### src/rtl/pong_game_ctrl.sv
// Pong game sequencer: owns ball position/direction and scores, advances them once per
// frame_tick and steps IDLE/SERVE/PLAY/SCORE/OVER.
module pong_game_ctrl #(
  parameter int SCREEN_W     = 640,
  parameter int SCREEN_H     = 480,
  parameter int BALL_SIZE    = 8,
  parameter int PADDLE_W     = 8,
  parameter int PADDLE_H     = 64,
  parameter int BALL_SPEED   = 2,
  parameter int SERVE_FRAMES = 60,
  parameter int WIN_SCORE    = 7
) (
  input  logic       clk,
  input  logic       rst_n,
  input  logic       ena,
  input  logic       frame_tick,
  input  logic       start,
  input  logic [8:0] paddle_l_y,
  input  logic [8:0] paddle_r_y,
  output logic [9:0] ball_x,
  output logic [8:0] ball_y,
  output logic [3:0] score_l,
  output logic [3:0] score_r,
  output logic [2:0] state,
  output logic       game_over
);

  typedef enum logic [2:0] {
    ST_IDLE  = 3'd0,
    ST_SERVE = 3'd1,
    ST_PLAY  = 3'd2,
    ST_SCORE = 3'd3,
    ST_OVER  = 3'd4
  } state_e;

  localparam int CNT_W = $clog2(SERVE_FRAMES);

  localparam logic [9:0]       X_CENTRE   = 10'((SCREEN_W - BALL_SIZE) / 2);
  localparam logic [8:0]       Y_CENTRE   = 9'((SCREEN_H - BALL_SIZE) / 2);
  localparam logic [9:0]       X_LEFT_LIM = 10'(PADDLE_W + BALL_SPEED);
  localparam logic [9:0]       X_LEFT_HIT = 10'(PADDLE_W);
  localparam logic [9:0]       X_RIGHT_HIT = 10'(SCREEN_W - PADDLE_W - BALL_SIZE);
  localparam logic [8:0]       Y_MAX      = 9'(SCREEN_H - BALL_SIZE);
  localparam logic [9:0]       SPD10      = 10'(BALL_SPEED);
  localparam logic [8:0]       SPD9       = 9'(BALL_SPEED);
  localparam logic [9:0]       SIZE10     = 10'(BALL_SIZE);
  localparam logic [9:0]       PAD_H10    = 10'(PADDLE_H);
  localparam logic [9:0]       SCR_H10    = 10'(SCREEN_H);
  localparam logic [CNT_W-1:0] SERVE_LAST = CNT_W'(SERVE_FRAMES - 1);
  localparam logic [3:0]       WIN        = 4'(WIN_SCORE);

  state_e           state_q, state_d;
  logic [9:0]       ball_x_q, ball_x_d;
  logic [8:0]       ball_y_q, ball_y_d;
  // Direction bits: dir_x 1 = moving right, dir_y 1 = moving down.
  logic             dir_x_q, dir_x_d;
  logic             dir_y_q, dir_y_d;
  logic [3:0]       score_l_q, score_l_d;
  logic [3:0]       score_r_q, score_r_d;
  logic [CNT_W-1:0] serve_cnt_q, serve_cnt_d;
  logic             scorer_left_q, scorer_left_d;

  logic [9:0] y10, pl10, pr10;
  logic       ovl_l, ovl_r;
  logic [8:0] y_step;
  logic       dir_y_step;
  logic [9:0] x_step;
  logic       dir_x_step;
  logic       miss_l, miss_r;
  logic [3:0] score_new;

  function automatic logic [3:0] sat_inc(input logic [3:0] v);
    return (v == 4'hF) ? 4'hF : v + 4'd1;
  endfunction

  assign y10  = {1'b0, ball_y_q};
  assign pl10 = {1'b0, paddle_l_y};
  assign pr10 = {1'b0, paddle_r_y};

  // Widened to 10 bits so paddle_y + PADDLE_H near the bottom cannot wrap.
  assign ovl_l = (y10 + SIZE10 > pl10) && (y10 < pl10 + PAD_H10);
  assign ovl_r = (y10 + SIZE10 > pr10) && (y10 < pr10 + PAD_H10);

  // NOTE: every signal driven here gets a default first, so no path leaves it
  // unassigned and no latch is inferred.
  always_comb begin
    y_step     = ball_y_q;
    dir_y_step = dir_y_q;
    if (!dir_y_q) begin
      if (ball_y_q < SPD9) begin
        y_step     = '0;
        dir_y_step = 1'b1;
      end else begin
        y_step = ball_y_q - SPD9;
      end
    end else begin
      if (y10 + SIZE10 + SPD10 > SCR_H10) begin
        y_step     = Y_MAX;
        dir_y_step = 1'b0;
      end else begin
        y_step = ball_y_q + SPD9;
      end
    end
  end

  always_comb begin
    x_step     = ball_x_q;
    dir_x_step = dir_x_q;
    miss_l     = 1'b0;
    miss_r     = 1'b0;
    if (!dir_x_q) begin
      if (ball_x_q < X_LEFT_LIM) begin
        if (ovl_l) begin
          x_step     = X_LEFT_HIT;
          dir_x_step = 1'b1;
        end else begin
          miss_l = 1'b1;
        end
      end else begin
        x_step = ball_x_q - SPD10;
      end
    end else begin
      if (ball_x_q + SPD10 > X_RIGHT_HIT) begin
        if (ovl_r) begin
          x_step     = X_RIGHT_HIT;
          dir_x_step = 1'b0;
        end else begin
          miss_r = 1'b1;
        end
      end else begin
        x_step = ball_x_q + SPD10;
      end
    end
  end

  always_comb begin
    state_d       = state_q;
    ball_x_d      = ball_x_q;
    ball_y_d      = ball_y_q;
    dir_x_d       = dir_x_q;
    dir_y_d       = dir_y_q;
    score_l_d     = score_l_q;
    score_r_d     = score_r_q;
    serve_cnt_d   = serve_cnt_q;
    scorer_left_d = scorer_left_q;
    score_new     = '0;

    unique case (state_q)
      ST_IDLE, ST_OVER: begin
        if (start) begin
          state_d     = ST_SERVE;
          serve_cnt_d = '0;
          score_l_d   = '0;
          score_r_d   = '0;
          dir_x_d     = 1'b1;
        end
      end
      ST_SERVE: begin
        if (frame_tick) begin
          if (serve_cnt_q == SERVE_LAST) begin
            state_d     = ST_PLAY;
            serve_cnt_d = '0;
          end else begin
            serve_cnt_d = serve_cnt_q + CNT_W'(1);
          end
        end
      end
      ST_PLAY: begin
        if (frame_tick) begin
          ball_y_d = y_step;
          dir_y_d  = dir_y_step;
          ball_x_d = x_step;
          dir_x_d  = dir_x_step;
          if (miss_l || miss_r) begin
            state_d       = ST_SCORE;
            scorer_left_d = miss_r;
          end
        end
      end
      ST_SCORE: begin
        score_new = scorer_left_q ? sat_inc(score_l_q) : sat_inc(score_r_q);
        if (scorer_left_q) score_l_d = score_new;
        else               score_r_d = score_new;
        ball_x_d    = X_CENTRE;
        ball_y_d    = Y_CENTRE;
        serve_cnt_d = '0;
        // Next serve heads toward the player who conceded.
        dir_x_d     = scorer_left_q;
        state_d     = (score_new == WIN) ? ST_OVER : ST_SERVE;
      end
      default: state_d = ST_IDLE;
    endcase
  end

  // NOTE: sequential state uses non-blocking assignments only, so every register
  // samples the pre-edge values of the others regardless of statement order.
  always_ff @(posedge clk or negedge rst_n) begin
    if (!rst_n) begin
      state_q       <= ST_IDLE;
      ball_x_q      <= X_CENTRE;
      ball_y_q      <= Y_CENTRE;
      dir_x_q       <= 1'b1;
      dir_y_q       <= 1'b1;
      score_l_q     <= '0;
      score_r_q     <= '0;
      serve_cnt_q   <= '0;
      scorer_left_q <= 1'b0;
    end else if (ena) begin
      state_q       <= state_d;
      ball_x_q      <= ball_x_d;
      ball_y_q      <= ball_y_d;
      dir_x_q       <= dir_x_d;
      dir_y_q       <= dir_y_d;
      score_l_q     <= score_l_d;
      score_r_q     <= score_r_d;
      serve_cnt_q   <= serve_cnt_d;
      scorer_left_q <= scorer_left_d;
    end
  end

  assign ball_x    = ball_x_q;
  assign ball_y    = ball_y_q;
  assign score_l   = score_l_q;
  assign score_r   = score_r_q;
  assign state     = state_q;
  assign game_over = (state_q == ST_OVER);

endmodule
### config.mk
export PLATFORM = sky130hd
export DESIGN_NAME = pong_game_ctrl
export DESIGN_NICKNAME = d
export VERILOG_FILES = /design/src/rtl/pong_game_ctrl.sv
export SDC_FILE = /design/constraint.sdc
export NUM_CORES = 1
export LEC_CHECK = 0
export ABC_AREA = 1
export BUFFER_PORTS_ARGS = -buffer_cell sky130_fd_sc_hd__clkbuf_2
export CAP_MARGIN = 10
export CORE_ASPECT_RATIO = 1.2
export CORE_MARGIN = 8
export CORE_UTILIZATION = 45
export CTS_CLUSTER_DIAMETER = 30
export DETAILED_ROUTE_END_ITERATION = 10
export HOLD_SLACK_MARGIN = 0.08
export RECOVER_POWER = 100
export REMOVE_ABC_BUFFERS = 1
export SYNTH_ARGS = -nofsm -noshare
export SYNTH_HDL_FRONTEND = slang
export SYNTH_SLANG_ARGS = --single-unit
### constraint.sdc
create_clock -name clk -period 4.4 [get_ports clk]
set_input_delay 0.88 -clock clk [delete_from_list [all_inputs] [get_ports clk]]
set_output_delay 0.88 -clock clk [all_outputs]
set_load 0.01 [all_outputs]
==> flow_summary.yaml, run 1 <==
cts:
  cts.sinks: 37
  numCtsBuffers: 5
  ctsHoldBuffers: 0
  clkLatencyLatePin_ps: 300
  cts_root_buf: "clkbuf_8"
  post_cts_resized: 0
  clk_path_buf_depth: 2
  path_clk_slew_ps: 90
  h-tree-depth: 2
  postCtsSetupBuffers: 0
  cts_tree: "built"
worst_setup_path:
  crit_type: "reg -> reg"
  arrival_ps: 3650
  cp_max_fo: 10
  cp_data_required_time_ps: 4570
  end_kind: "flip-flop"
  start_kind: "flip-flop"
placed_design:
  place_hpwl_mm: 8.649
  port-buffer-count: 51
  gp_congestion: 0.9188
final_layout:
  drive_above_1_share_pct: 11.92
  num_antenna_cells: 0
  final_util_pct: 50.37
  area_growth_syn_to_layout_pct: 9.273
  nets: 689
drt:
  ant_nets: 0
  vias: 3894
  avgViaCountPerCell: 5.220
  post_drt_wl_per_cell_um: 14.28
  initialDrtViolationCount: 194
  drc: 0
  drt-total-wl_mm: 10.65
  dr.pass1.iters: 4
floorplanning:
  die_w_um: 101.3
  io_pins: 54
  fp-row-count: 37
  die_h_um: 118.3
  initial_utilization_pct: 46.09
  dieArea_um2: 11980
  core-area_um2: 8518
synth:
  synth_area_um2: 3926
  syn_avg_cell_area_um2: 6.781
  synth.area.top_cells: "dfrtp_1 (16%), nand2_1 (12%), ha_1 (12%)"
  synth_top_area_share_pct: 15.93
  synth_largest_area_cell: "dfrtp_1"
  yosys_most_used_dff: "dfrtp_1"
  synth-seq-cells: 37
  yosysSeqAreaShare_pct: 23.96
  ys_warn_count: 0
  syn_inst: 579
  synth.distinct_cells: 45
  synth_enable_flop_cells: 0
  synthArstFlopShare_pct: 100.0
grt:
  antenna_found_initial: 0
  grt_pass1_vias: 3924
  grt_util_met3_pct: 2.701
  busiest_layer: "met2"
  grt_overflow_total: 0
  gr-usage-met2_pct: 32.40
  grt_pass1_wl_mm: 17.78
  use_met1_pct: 20.46
  grtUsageTotal_pct: 18.09
  grt_max_degree: 38
status:
  status: "finished, violations left"
  violations: "capacitance limit, slew limit"
sta:
  rsz0062_at_grt: "no"
  max-slew-margin-rel_pct: -37.80
  fin_crit_ps: 3473
  fmax_mhz: 287.9
  tns_ps: 0
  timing.final.crit_share_pct: 78.94
  slew_viol_final: 38
  worstMarginPinSlew_ps: 2067
  hold_ws_ps: 553.5
  setup_viol: 0
  hold_viol: 0
  finClkSkew_ps: 20.10
pwr:
  p_leak_uw: 0.002205
  powerDensity_nw_per_um2: 651.1
  fin_total_pwr_uw: 2794
  irDropWorstVdd_uv: 214.3
hold_path:
  hold_path.class: "reg -> reg"
job:
  cap_violations: 1
synth_stat cells, types with 7 or more instances:
master,n
a21oi_1,31
dfrtp_1,25
dfstp_2,12
ha_1,38
inv_1,89
inv_2,8
nand2_1,129
nand3_1,53
nand3_2,8
nand4_1,11
nor2_1,40
nor3_1,12
o21ai_0,28
o21ai_1,7
xor2_1,12
cell usage in the layout, fill, tap and decap left out, drive strengths merged, types with 2 or more instances in the layout:
master,count
nand4,11
xor2,13
inv,97
xnor2,5
dfstp,12
o22ai,4
conb,2
clkinv,2
dfrtp,25
nand2,139
nand3,62
or2,3
ha,38
nor3,14
o211ai,6
and2,4
a31oi,4
a21oi,31
clkbuf,56
nor2,52
o21bai,2
nand3b,4
o21ai,35
worst paths after layout:
kind	slack (ps)	cells past startpoint	endpoint	start
max	930	18	ball_x[9]$_DFFE_PN0P_	ball_y[3]$_DFFE_PN1P_
min reg2reg	550	2	score_l[1]$_DFFE_PN0P_	score_l[1]$_DFFE_PN0P_
min in group asynchronous	1160	1	ball_x[1]$_DFFE_PN0P_	rst_n
max in group asynchronous	2040	1	score_l[2]$_DFFE_PN0P_	rst_n
max reg2reg	930	18	ball_x[9]$_DFFE_PN0P_	ball_y[3]$_DFFE_PN1P_
min	550	2	score_l[1]$_DFFE_PN0P_	score_l[1]$_DFFE_PN0P_
layout make-up:
type / instances / area (um2)
inverters: 97 / 364.1
repair buffers: 51 / 230.2
clock buffers: 5 / 68.82
well taps: 117 / 146.4
fillers: 930 / 4228
clock inverters: 3 / 43.79
multi-input cells: 436 / 2496
flip-flops and latches: 37 / 940.9
power by group:
part           leakage, uW  internal (uW)  total, uW  switching [uW]
sequential        0.000454            482        740             258
combinational      0.00169            640       1750            1110
clock            0.0000585            170        304             134
sequential cells by signal, summed over array words and instances, names as in the netlist:
name / flops
ball_x: 9
ball_y: 8
serve_cnt_q: 6
score_l: 4
score_r: 4
state: 3
dir_x_q: 1
dir_y_q: 1
scorer_left_q: 1
routing by layer:
metal | up-vias | part of all wire [%]
met1 | 1790 | 42
met3 | 17 | 4.3
met2 | 96 | 51
met4 | 0 | 2.4
li1 | 1991 | -
met5 | - | 0
worst max-delay path, cell delays in order (launching register included):
cell      delay, ps
dfstp_1         750
ha_1            340
nand2_1         110
nand2_1         170
inv_1            90
ha_1            290
nand2_1          70
nor3_1          230
nand2_1          90
o211ai_1        120
nand2_1         110
nand3_2          80
nand3_2          80
nand2_4          80
nand2_2          40
nand2_1         230
nand2_1         280
nand2_1         130
nand2_1          60
kinds of logic after synthesis:
logic type               after synthesis  share of synthesized area [%]
AND/OR/NAND/NOR                      290                          36.01
buffers and inverters                107                          11.22
AO/OA/AOI/OAI                         88                          12.40
adder cells (fa/ha/maj)               38                          12.11
flip-flops                            37                          23.96
XOR/XNOR                              18                          4.207
other                                  1                        0.09551
through the flow:
step,worst slack (ps),std cells,cell area [um2]
global placement,1587,738,4255
finish,926.8,746,4290
global route,618.0,746,4290
detailed placement,1387,738,4255
floorplan,1790,570,3854
CTS,1362,746,4368
Power figures use the tool's default switching activity.
==> run 2: changes to the inputs <==
==> constraint.sdc (replaced) <==
create_clock -name clk -period 3.4 [get_ports clk]
set_input_delay 0.68 -clock clk [delete_from_list [all_inputs] [get_ports clk]]
set_output_delay 0.68 -clock clk [all_outputs]
set_load 0.01 [all_outputs]
==> flow_summary.yaml, run 2 (synthesis results as in run 1) <==
worst_setup_path:
  start_kind: "flip-flop"
  cp_max_fo: 10
  arrival_ps: 3210
  end_kind: "flip-flop"
  crit_type: "reg -> reg"
  cp_top_family: "simple AND/OR/NAND/NOR gates"
  crit_top_cell: "nand2_1"
  critPathMaxStageDelay_ps: 660
  path_buf_inv: 1
  cp_slowest_cell: "dfstp_2"
  crit_chain: "ha_1 -> nand2_1 -> nand2_1 -> inv_1 -> ha_1 -> nand2_1 -> nor3_1 -> nand2_1 -> o211ai_1 -> nand2_1 -> nand3_1 -> nand3_1 -> nand2_4 -> nand2_2 -> nand2_4 -> nand2_4 -> nand2_1 -> nand2_1"
  cp_data_required_time_ps: 3570
sta:
  fin_crit_ps: 3034
  worstMarginPinSlew_ps: 2047
  timing.final.crit_share_pct: 89.23
  setup_viol: 0
  finClkSkew_ps: 14.42
  hold_ws_ps: 553.4
  fmax_mhz: 329.6
  hold_viol: 0
  slew_viol_final: 38
  rsz0062_at_grt: "no"
  tns_ps: 0
  max-slew-margin-rel_pct: -36.50
final_layout:
  area_growth_syn_to_layout_pct: 9.241
  largest_reg_flops: 9
  drive_above_1_share_pct: 12.54
  final_util_pct: 50.35
  num_antenna_cells: 0
  fill_cells: 905
  final_cell_mix: "nand2_1 (129), inv_1 (91), nand3_1 (56)"
  nets: 690
  layout_commonest_cell: "nand2_1"
status:
  violations: "capacitance limit, slew limit"
  status: "finished, violations left"
job:
  cap_violations: 1
floorplanning:
  initial_utilization_pct: 46.09
  die_w_um: 101.3
  dieArea_um2: 11980
  io_pins: 54
  core-area_um2: 8518
  die_h_um: 118.3
  fp-row-count: 37
placed_design:
  gp_congestion: 0.8778
  port-buffer-count: 51
  place_hpwl_mm: 8.461
grt:
  grt_max_degree: 38
  grt_pass1_wl_mm: 17.73
  grtUsageTotal_pct: 17.93
  antenna_found_initial: 0
  grt_pass1_vias: 3940
  grt_overflow_total: 0
drt:
  post_drt_wl_per_cell_um: 13.90
  dr.pass1.iters: 4
  drc: 0
  ant_nets: 0
  avgViaCountPerCell: 5.198
  vias: 3883
  initialDrtViolationCount: 166
  drt-total-wl_mm: 10.38
cts:
  cts.sinks: 37
  post_cts_resized: 0
  postCtsSetupBuffers: 0
  path_clk_slew_ps: 80
  numCtsBuffers: 5
  h-tree-depth: 2
  cts_root_buf: "clkbuf_8"
  cts_tree: "built"
  clkLatencyLatePin_ps: 290
  clk_path_buf_depth: 2
  ctsHoldBuffers: 0
pwr:
  p_leak_uw: 0.002215
  irDropWorstVdd_uv: 281.5
  powerDensity_nw_per_um2: 830.8
hold_path:
  hold_path.class: "reg -> reg"
## run 2: cell count changes in the layout (fill, tap and decap cells not counted), moves of 2 or more
cell / change
nand3_1: +2
dfstp_2: +2
nand2_4: +2
nand3_2: -2
nand2_1: -3
dfstp_1: -2
## run 2: metal layers
layer	wire [um]	part of all wire [%]	track usage, %	vias to the layer above
met5	0	0	0	-
met4	306	2.9	7.843	0
met3	384	3.7	2.173	23
met2	5223	50	32.19	104
met1	4465	43	20.47	1767
li1	-	-	-	1989
## run 2: power by group
group	switching, uW	internal, uW	total [uW]
Combinational	1460	834	2290
Sequential	316	627	943
Clock	165	164	330
Total	1940	1630	3560
## run 2: layout make-up
type                       instances  area [um2]  share of cell area, %
timing repair buffer              52       237.7                  5.543
clock inverter                     2       13.76                 0.3209
inverter                          97       364.1                  8.489
tap                              117       146.4                  3.413
multi-input combinational        436        2504                  58.37
clock buffer                       6       82.58                  1.925
sequential                        37       940.9                  21.94
## run 2: stage by stage
| step | std cells | power, uW | worst slack (ps) | instance area (um2) |
|---|---|---|---|---|
| 3_5_place_dp | 739 | 3307 | 450.5 | 4263 |
| 2_1_floorplan | 570 | 2633 | 789.5 | 3854 |
| 5_1_grt | 747 | 3964 | 48.21 | 4289 |
| 4_1_cts | 747 | 3656 | 407.6 | 4359 |
| 6_report | 747 | 3563 | 366.2 | 4289 |
| 3_3_place_gp | 739 | 3281 | 571.2 | 4263 |
## run 2: worst reg2reg max path: stages, from the launching register on
cell	delay, ps
dfstp_2	660
ha_1	320
nand2_1	120
nand2_1	160
inv_1	90
ha_1	300
nand2_1	70
nor3_1	230
nand2_1	80
o211ai_1	100
nand2_1	80
nand3_1	90
nand3_1	130
nand2_4	90
nand2_2	60
nand2_4	120
nand2_4	100
nand2_1	70
nand2_1	50
## run 2: worst paths after layout
path	startpoint	to	slack, ps	depth (start not counted)
max	ball_y[3]$_DFFE_PN1P_	ball_x[7]$_DFFE_PN0P_	370	18
min	score_l[1]$_DFFE_PN0P_	score_l[1]$_DFFE_PN0P_	550	2
min in group asynchronous	rst_n	ball_x[6]$_DFFE_PN0P_	970	1
max reg2reg	ball_y[3]$_DFFE_PN1P_	ball_x[7]$_DFFE_PN0P_	370	18
max in group asynchronous	rst_n	score_l[1]$_DFFE_PN0P_	1250	1
min reg2reg	score_l[1]$_DFFE_PN0P_	score_l[1]$_DFFE_PN0P_	550	2
